$ cat src/rtl/uart_rx_packet_parser.sv
// uart_rx_packet_parser: frames SOF/LEN/payload/checksum bytes from a UART receiver and streams the payload out over valid/ready.
// Optional inter-byte timeout is enabled by defining UART_PKT_TIMEOUT_EN.
module uart_rx_packet_parser #(
    parameter logic [7:0] SOF_BYTE       = 8'hA5,
    parameter int         MAX_LEN        = 16,
    parameter int         TIMEOUT_CYCLES = 100000
) (
    input  logic       system_clk,
    input  logic       rst,
    input  logic       rx_done,
    input  logic [7:0] rx_byte,
    output logic [7:0] pkt_data,
    output logic       pkt_valid,
    input  logic       pkt_ready,
    output logic       pkt_last,
    output logic [7:0] pkt_len,
    output logic       pkt_err,
    output logic [1:0] err_code,
    output logic [2:0] flag_state
);

    typedef enum logic [2:0] {
        IDLE    = 3'b000,
        LEN     = 3'b001,
        PAYLOAD = 3'b010,
        CHECK   = 3'b011,
        DRAIN   = 3'b100
    } state_t;

    localparam int         AW    = (MAX_LEN > 1) ? $clog2(MAX_LEN) : 1;
    localparam logic [7:0] MAX_L = 8'(MAX_LEN);

    state_t     state, state_d;
    logic [7:0] len_q, len_d;
    logic [7:0] acc, acc_d;
    logic [7:0] count, count_d;
    logic [7:0] rd_idx, rd_idx_d;
    logic       err_d;
    logic [1:0] code_d;
    logic       wr_en;
    logic       handshake;
    logic       timeout;
    logic [7:0] mem [MAX_LEN];

    assign flag_state = state;
    assign pkt_valid  = state == DRAIN;
    assign handshake  = pkt_valid && pkt_ready;
    assign pkt_last   = pkt_valid && (rd_idx == len_q - 8'd1);
    assign pkt_data   = pkt_valid ? mem[rd_idx[AW-1:0]] : 8'h00;

`ifdef UART_PKT_TIMEOUT_EN
    localparam int TW = $clog2(TIMEOUT_CYCLES + 1);
    logic [TW-1:0] tcnt;
    logic          active;
    assign active  = state inside {LEN, PAYLOAD, CHECK};
    // A byte arriving in the terminal cycle wins over the timeout.
    assign timeout = active && !rx_done && (tcnt == TW'(TIMEOUT_CYCLES - 1));
    always_ff @(posedge system_clk or posedge rst) begin
        if (rst)
            tcnt <= '0;
        else if (rx_done || !active || timeout)
            tcnt <= '0;
        else
            tcnt <= tcnt + 1'b1;
    end
`else
    assign timeout = 1'b0;
`endif

    always_comb begin
        state_d  = state;
        len_d    = len_q;
        acc_d    = acc;
        count_d  = count;
        rd_idx_d = rd_idx;
        err_d    = 1'b0;
        code_d   = 2'b00;
        wr_en    = 1'b0;
        case (state)
            IDLE: state_d = (rx_done && rx_byte == SOF_BYTE) ? LEN : IDLE;
            LEN: if (rx_done) begin
                len_d = rx_byte;
                if (rx_byte == 8'd0 || rx_byte > MAX_L) begin
                    err_d   = 1'b1;
                    code_d  = 2'b10;
                    state_d = IDLE;
                end else begin
                    acc_d   = rx_byte;
                    count_d = 8'd0;
                    state_d = PAYLOAD;
                end
            end
            PAYLOAD: if (rx_done) begin
                wr_en   = 1'b1;
                acc_d   = acc + rx_byte;
                count_d = count + 8'd1;
                state_d = (count_d == len_q) ? CHECK : PAYLOAD;
            end
            CHECK: if (rx_done) begin
                if (rx_byte == acc) begin
                    rd_idx_d = 8'd0;
                    state_d  = DRAIN;
                end else begin
                    err_d   = 1'b1;
                    code_d  = 2'b01;
                    state_d = IDLE;
                end
            end
            DRAIN: begin
                // Bytes arriving while draining are dropped, never parsed.
                err_d  = rx_done;
                code_d = rx_done ? 2'b11 : 2'b00;
                if (handshake) begin
                    rd_idx_d = rd_idx + 8'd1;
                    state_d  = pkt_last ? IDLE : DRAIN;
                end
            end
            default: state_d = IDLE;
        endcase
        if (timeout) begin
            err_d   = 1'b1;
            code_d  = 2'b00;
            state_d = IDLE;
        end
    end

    always_ff @(posedge system_clk or posedge rst) begin
        if (rst) begin
            state    <= IDLE;
            len_q    <= 8'd0;
            acc      <= 8'd0;
            count    <= 8'd0;
            rd_idx   <= 8'd0;
            pkt_err  <= 1'b0;
            err_code <= 2'b00;
            pkt_len  <= 8'd0;
        end else begin
            state    <= state_d;
            len_q    <= len_d;
            acc      <= acc_d;
            count    <= count_d;
            rd_idx   <= rd_idx_d;
            pkt_err  <= err_d;
            err_code <= code_d;
            if (state == CHECK && state_d == DRAIN)
                pkt_len <= len_q;
        end
    end

    always_ff @(posedge system_clk) begin
        if (wr_en)
            mem[count[AW-1:0]] <= rx_byte;
    end

endmodule

$ cat config.mk
export PLATFORM = sky130hd
export DESIGN_NAME = uart_rx_packet_parser
export DESIGN_NICKNAME = d
export VERILOG_FILES = /design/src/rtl/uart_rx_packet_parser.sv
export SDC_FILE = /design/constraint.sdc
export NUM_CORES = 1
export LEC_CHECK = 0
export BUFFER_PORTS_ARGS = -buffer_cell sky130_fd_sc_hd__buf_4
export CORE_MARGIN = 4
export CORE_UTILIZATION = 48
export DETAILED_ROUTE_END_ITERATION = 16
export PLACE_DENSITY = 0.78
export SYNTH_ARGS = -nofsm -noshare
export SYNTH_HDL_FRONTEND = slang
export SYNTH_SLANG_ARGS = --single-unit
$ cat constraint.sdc
create_clock -name system_clk -period 2.2 [get_ports system_clk]
set_input_delay 0.33 -clock system_clk [delete_from_list [all_inputs] [get_ports system_clk]]
set_output_delay 0.33 -clock system_clk [all_outputs]
set_load 0.02 [all_outputs]
# ---- Word level (Yosys, flattened, before mapping)
# Memories as Yosys holds them, arrays and structs flattened.
# Cells that the tools add are included.
dict set report totals {
  wordCells 79
  inputBits 12
  n_memories 1
  out_inout_bits 24
  regBits 46
  ramBits 128
}
dict set report classes {
  mux 38
  n_eq_ne 15
  add_sub_neg 4
  n_reduce_logical 12
  n_lt_le_gt_ge 1
}
# memory words width read_ports rd_ports_with_merged_regs wr line
set mem_list {}
lappend mem_list {mem 16 8 1 0 1 43} ;# logic [7:0] mem [MAX_LEN];
# cell n
set op_table {}
lappend op_table {{two-way mux 8 bit} 10}
lappend op_table {{case mux 8 bit (2 select lines)} 3}
lappend op_table {{equality test 8 bit} 3}
lappend op_table {{two-way mux 3 bit} 6}
lappend op_table {{adder 8 x 1 -> 8 bit, second input constant} 2}
lappend op_table {{case mux 3 bit (5 select lines)} 1}
lappend op_table {{two-way mux 1 bit} 12}
lappend op_table {{inequality test 2 bit, second input constant} 5}
lappend op_table {{adder 8 bit} 1}
lappend op_table {{equality test 8 bit, second input constant} 1}
lappend op_table {{greater-than comparator 8 x 5 -> 1 bit, second input constant} 1}
lappend op_table {{logical NOT 8 bit} 1}
lappend op_table {{two-way mux 2 bit} 4}
lappend op_table {{AND reduction 4 bit} 2}
lappend op_table {{subtractor 8 x 1 -> 8 bit, second input constant} 1}
lappend op_table {{equality test 3 x 2 -> 1 bit, second input constant} 2}
lappend op_table {{equality test 3 bit, second input constant} 2}
lappend op_table {{case mux 2 bit (3 select lines)} 1}
lappend op_table {{logical AND 1 bit} 4}
lappend op_table {{nonzero test 2 bit} 2}
lappend op_table {{equality test 3 x 1 -> 1 bit, second input constant} 1}
lappend op_table {{logical NOT 3 bit} 1}
lappend op_table {{case mux 1 bit (3 select lines)} 1}
lappend op_table {{inequality test 2 x 1 -> 1 bit, second input constant} 1}
lappend op_table {{2 further kinds} 2}

# ---- Depth between registers and ports, before layout
# Gate-level depths: netlist (run 1).
dict set report logic_depth {
  word_depth 8
  mapped_depth 9
  depth_no_buf 9
}

# ---- Worst setup path before layout (run 1)
# OpenSTA, ideal clock, no wires.
dict set report synth_path {
  path_type {register -> register}
  from {register state[1], in the netlist flag_state[1]}
  to {memory mem[3][0] (enable)}
  t_required_ns 1.817
  setup_time_ns 0.383
  n_path_buf 1
  slack_ns -0.159
  stages_incl_launch_ff 6
  arrival_ns 1.976
  synth_period_minus_slack_ns 2.359
  cell_sequence {dfrtp_1 nor3b_2 and2_1 buf_2 nand2_1 nor3_1}
}
dict set report synth_via {
  elab_chain_len 4
}
# element line
set synth_rtl {}
lappend synth_rtl {{start: declaration} 33} ;# state_t state, state_d;
lappend synth_rtl {{start signal: assignment} 138} ;# state <= state_d;
lappend synth_rtl {{equality test 3 x 2 -> 1 bit} 79} ;# case (state)
lappend synth_rtl {{two-way mux 1 bit} 79}
lappend synth_rtl {{two-way mux 1 bit} 151} ;# if (wr_en)
lappend synth_rtl {{two-way mux 1 bit (implied by the code)} 152} ;# mem[count[AW-1:0]] <= rx_byte;
lappend synth_rtl {{end: declaration} 43}
# Every way passes these cells.

# ---- Worst setup path in the final report (run 1)
dict set report layout_path {
  from {register rd_idx[0]}
  to {output port pkt_data[3]}
}
dict set report layout_via {
  elab_chain_len 2
}
# element line
set layout_rtl {}
lappend layout_rtl {{start: declaration} 37} ;# logic [7:0] rd_idx, rd_idx_d;
lappend layout_rtl {{start signal: assignment} 142} ;# rd_idx <= rd_idx_d;
lappend layout_rtl {{memory read (16 x 8 bit)} -}
lappend layout_rtl {{two-way mux 8 bit} 49} ;# assign pkt_data = pkt_valid ? mem[rd_idx[AW-1:0]] : 8'h00;
lappend layout_rtl {{end: declaration} 12} ;# output logic [7:0] pkt_data,
# Every way passes these cells.

==> impl_metrics.ini, run 1 <==
[floorplan]
rows = 46
die_w_um = 135
start_util_pct = 48.9
pin_count = 36
die_area_um2 = 18200
die_y_um = 135
core_area_um2 = 15800

[setup_path]
end_kind = output port
worstSetupPathType = reg -> out
cp-start-kind = register
critPathRequiredTime_ns = 1.87
timing.critical_path.fanout_max = 8
crit_arrival_ns = 2.41

[logic_synthesis]
synth_largest_area_cell = edfxtp_1
synthCells = 506
synth_nets = 532
synth_top_area_share_pct = 49.7
synthesis.area_um2 = 7730
synth_area_leaders = edfxtp_1 50%, dfrtp_1 15%, mux4_2 12%
avgSynthCellArea_um2 = 15.3
synth-main-ff-cell = edfxtp_1
yosys_warnings = 0
async_flop_share_pct = 26.4
ys_ff_latch = 174
ys_seq_area_share_pct = 64.6
synth_edf_count = 128
yosysUniqueCellTypes = 50

[placed_design]
place_area_um2 = 8600
dp_slack_ns = -0.121
hpwl_um = 11600
place.gp.congestion = 0.857
dp_cells = 786
port_buffers = 35

[layout]
antenna_cells = 0
drive_above_1_share_pct = 31.9
fill_cells = 1149
final_common_cell = edfxtp_1
fin_area_um2 = 9350
syn_to_final_growth_pct = 20.9
fin_util_pct = 59.1
final_nets = 623
fin_cells = 824
layout_common_cells = 128 x edfxtp_1, 78 x buf_4, 45 x dfrtp_1, 41 x nand2_1, 40 x mux4_2

[cts]
h-tree-depth = 4
path_clk_slew_ns = 0.06
clock_latency_ns = 0.43
clock_sinks = 174
cts_buffer_depth = 2
clockRootBuffer = clkbuf_16
cts_buffers = 17
cts_tree = yes

[route]
drt_pass1_iterations = 7
initialDrtViolationCount = 512
wl_per_cell_um = 22.7
detail-route-antenna-nets = 0
drc = 0
vias_per_cell = 5.75
drt_wl_total_um = 18700
vias = 4739

[global_route]
gr-total-overflow = 0
antenna_found_initial = 0
busiest_layer = met2
first_global_vias = 4832
grt_pass1_wl_um = 27600
grt_use_met3_pct = 3.99
grt_use_met1_pct = 26.4
grt_util_all_layers_pct = 20.5
grt_max_degree = 31
use_met2_pct = 35.6

[timing]
setup_viol = 9
setup_slack_ns = -0.539
fin_setup_tns_ns = -4.61
tightest_slew_ns = 0.576
whs_ns = 0.175
period_minus_slack_ns = 2.74
slew_headroom_pct = 61.5
skew_ns = 0.0123
drv_slew = 0
post-route-period-util_pct = 124
rsz0062_at_grt = true
hold_violations = 0
fmax_mhz = 365

[power_and_ir_drop]
ir_drop_mv = 0.690
p_per_area_nw_per_um2 = 881
fin_total_pwr_mw = 8.24
p_leak_nw = 3.52

[worst_hold_path]
min_path_type = in -> reg

[job]
maxCapViolCount = 0

[outcome]
failed_checks = negative setup slack
outcome = complete, but fails checks
==> timing repair <==
| action | CTS | global route |
|---|---|---|
| pin swaps | 2 | 1 |
| hold buffers | 1 | 0 |
| cloned | 0 | 3 |
| resized for setup | 16 | 4 |
| hold endpoints to repair | 24 | 0 |
| buffers inserted | 2 | 2 |
| setup endpoints to repair | 9 | 9 |
==> synth_stat cells (2+ instances only) <==
cell and count:
nand4_1 4, nand3b_1 2, dfrtp_1 46, a21oi_1 11, nand3_1 8, nor3b_1 2
nand2_1 41, buf_2 8, buf_6 4, mux2i_1 3, mux4_2 40, nand2b_1 6
nor3_1 10, a31oi_1 2, nor4_1 6, ha_1 13, xnor2_1 15, and2_1 10
clkbuf_1 10, inv_1 18, o21ai_1 11, xor2_1 18, edfxtp_1 128, o31ai_1 2
and3_1 3, mux2_2 14, nor2_1 30, o21ai_0 18, nor2b_1 2
==> final cells by class <==
type                            count  area, um^2  share of cell area [%]
Sequential cell                   174        5000                    53.4
Multi-Input combinational cell    290        2590                    27.7
Timing Repair Buffer               96         872                    9.33
Clock buffer                       20         437                    4.67
Tap cell                          216         270                    2.89
Clock inverter                     10         123                    1.31
Inverter                           18        67.6                   0.723
==> kinds of logic (layout without fill, tap and decap cells) <==
| kind of cell | after synthesis | count (layout) | share of synthesized area, % |
|---|---|---|---|
| compound gates | 56 | 56 | 4.35 |
| xor+xnor | 33 | 33 | 3.74 |
| fa+ha+maj | 14 | 14 | 2.36 |
| buf+inv | 42 | 144 | 2.60 |
| flops | 174 | 174 | 64.6 |
| mux | 57 | 57 | 14.1 |
| simple gates | 130 | 130 | 8.28 |
==> metal layers <==
| layer | share of wire, % | up-vias |
|---|---|---|
| li1 | - | 2087 |
| met1 | 38 | 2416 |
| met2 | 54 | 203 |
| met3 | 6.5 | 33 |
| met4 | 2.2 | 0 |
| met5 | 0 | - |
==> where the power goes <==
part           total (mW)  internal [mW]  switching [mW]  leakage (nW)
registers            3.63           3.57          0.0575          1.76
clock network        2.91           1.75            1.16         0.270
logic                1.70          0.912           0.790          1.48
==> critical path, stage by stage, from the launching register on <==
cell     delay, ns
dfrtp_2       0.38
buf_12        0.15
buf_12        0.14
mux4_2        0.52
mux4_2        0.51
and2_4        0.17
buf_6         0.12
==> registers in the layout (all words and copies together), names as in the netlist <==
signal and flops:
pkt_len 8, pkt_err 1, err_code 2, flag_state 3
count 8, len_q 8, rd_idx 8, acc 8
mem 128
==> final timing paths <==
kind | start | end | slack (ns) | cells after the start
max in group asynchronous | rst | acc[4] | 1.07 | 4
min reg2reg | acc[5] | acc[5] | 0.49 | 2
min | rx_done | err_code[0] | 0.18 | 3
max | rd_idx[0] | pkt_data[3] | -0.54 | 6
min in group asynchronous | rst | pkt_len[2] | 0.52 | 3
max reg2reg | flag_state[2] | mem[1][3] | 0.12 | 5
No activity file was read; power rests on OpenSTA's default activity.
==> run 2, diff against run 1 <==
--- a/config.mk
+++ b/config.mk
@@ -9,7 +9,8 @@
 export CORE_MARGIN = 4
 export CORE_UTILIZATION = 48
 export DETAILED_ROUTE_END_ITERATION = 16
-export PLACE_DENSITY = 0.78
+export PLACE_DENSITY = 0.76
+export SETUP_SLACK_MARGIN = 0.1
 export SYNTH_ARGS = -nofsm -noshare
 export SYNTH_HDL_FRONTEND = slang
 export SYNTH_SLANG_ARGS = --single-unit
==> constraint.sdc (replaced) <==
create_clock -name system_clk -period 2.6 [get_ports system_clk]
set_input_delay 0.39 -clock system_clk [delete_from_list [all_inputs] [get_ports system_clk]]
set_output_delay 0.39 -clock system_clk [all_outputs]
set_load 0.02 [all_outputs]
==> impl_metrics.ini, run 2 (synthesis gave the netlist of run 1 again) <==
[power_and_ir_drop]
ir_drop_mv = 0.485
p_per_area_nw_per_um2 = 755
switching_share_pct = 25.3
p_int_mw = 5.15
p_leak_nw = 3.38
fin_total_pwr_mw = 6.90
combinationalPowerShare_pct = 18.9
seq_power_share_pct = 44.8
p_sw_mw = 1.74
pwr-share-clk_pct = 36.4

[cts]
cts_buffers = 17
clock_sinks = 174
clockRootBuffer = clkbuf_16
path_clk_slew_ns = 0.07
h-tree-depth = 4
cts_buffer_depth = 2
cts_hold_buf = 0
cts_tree = yes
clock_latency_ns = 0.43

[floorplan]
start_util_pct = 48.9
die_y_um = 135
rows = 46
die_w_um = 135
core_area_um2 = 15800
pin_count = 36
die_area_um2 = 18200

[layout]
syn_to_final_growth_pct = 18.1
layout_common_cells = 128 x edfxtp_1, 63 x buf_4, 45 x dfrtp_1, 41 x nand2_1, 40 x mux4_2
final_nets = 602
largest_reg_flops = 128
antenna_cells = 0
fill_cells = 1203
final_common_cell = edfxtp_1
drive_above_1_share_pct = 30.4
fin_cells = 805

[job]
maxCapViolCount = 0

[setup_path]
end_kind = output port
timing.critical_path.fanout_max = 22
r2r_cells = 7
critPathRequiredTime_ns = 2.21
worstSetupPathType = reg -> out
crit_arrival_ns = 2.37
r2r_setup_slack_ns = 0.41
cp-start-kind = register

[timing]
post-route-period-util_pct = 106
setup_viol = 9
setup_slack_ns = -0.160
tightest_slew_ns = 0.532
slew_headroom_pct = 64.5
rsz0062_at_grt = true
skew_ns = 0.00850
period_minus_slack_ns = 2.76
hold_violations = 0
fin_setup_tns_ns = -1.15
fmax_mhz = 362
drv_slew = 0
whs_ns = 0.0149

[placed_design]
place.gp.congestion = 0.819
port_buffers = 35
hpwl_um = 11000
dp_slack_ns = 0.230
dp_cells = 769

[route]
initialDrtViolationCount = 325
detail-route-antenna-nets = 0
drt_pass1_iterations = 5
wl_per_cell_um = 21.2
drt_wl_total_um = 17000
vias_per_cell = 5.71
drc = 0
vias = 4597

[global_route]
grt_use_met3_pct = 5.77
grt_use_met1_pct = 25.9
first_global_vias = 4839
grt_util_all_layers_pct = 20.2
use_met2_pct = 33.5
grt_pass1_wl_um = 27200
busiest_layer = met2
gr-total-overflow = 0
grt_max_degree = 37
antenna_found_initial = 0

[outcome]
failed_checks = negative setup slack
outcome = complete, but fails checks

[worst_hold_path]
min_path_type = in -> async
==> run 2: cell types whose count changed in the layout (fill, tap and decap cells not counted), moves of 2 or more <==
cell and change:
nor4_2 -2, nor3_2 -2, clkbuf_16 -3, nor3_1 +2, clkinv_4 +5, buf_4 -15, buf_12 -2, inv_6 +3
clkbuf_1 -2, clkinv_1 -3
==> run 2: final timing paths <==
check	startpoint	end
hold / removal	rst	pkt_len[4]
setup / recovery	rd_idx[0]	pkt_data[7]
setup reg to reg	len_q[2]	flag_state[2]
max in group asynchronous	rst	acc[4]
min in group system_clk	rx_done	err_code[0]
hold reg to reg	acc[3]	acc[3]
==> run 2: area by class of cell <==
cell class | count | area, um^2 | share of cell area (%)
sequential | 174 | 5000 | 54.7
tap | 216 | 270 | 2.96
timing repair buffer | 75 | 634 | 6.94
clock buffer | 18 | 429 | 4.70
clock inverter | 14 | 158 | 1.73
inverter | 18 | 67.6 | 0.740
multi-input combinational | 290 | 2580 | 28.3
==> run 2: power by group through the flow <==
stage               clock, mW  combinational, mW  sequential (mW)
floorplan                   0              0.849             3.12
global placement            0               1.18             3.14
detailed placement          0               1.20             3.15
CTS                      2.55               1.31             3.09
global route             2.67               1.40             3.09
finish                   2.51               1.30             3.09
==> run 2: timing repair <==
action | CTS | global route
setup endpoints to repair | 9 | 9
setup buffers | 3 | 1
gates resized for setup | 19 | 3
pin swaps | 2 | 1
==> run 2: critical path, cell delays in order (launching register included) <==
cell,delay (ns)
dfrtp_2,0.41
buf_12,0.22
mux4_2,0.53
mux4_2,0.49
and2_4,0.18
buf_6,0.12
==> run 2: metrics by stage <==
stage | cell area (um^2) | util (%)
after floorplan | 7730 | -
after global placement | 8440 | 53.3
after detailed placement | 8440 | 53.3
after CTS | 9120 | 57.6
after global routing | 9140 | 57.7
final | 9140 | 57.7
==> run 2: metal layers <==
metal / share of wire [%] / vias to the layer above
li1: - / 2043
met1: 41 / 2382
met4: 1.8 / 0
met5: 0 / -
met2: 52 / 147
met3: 5.7 / 25
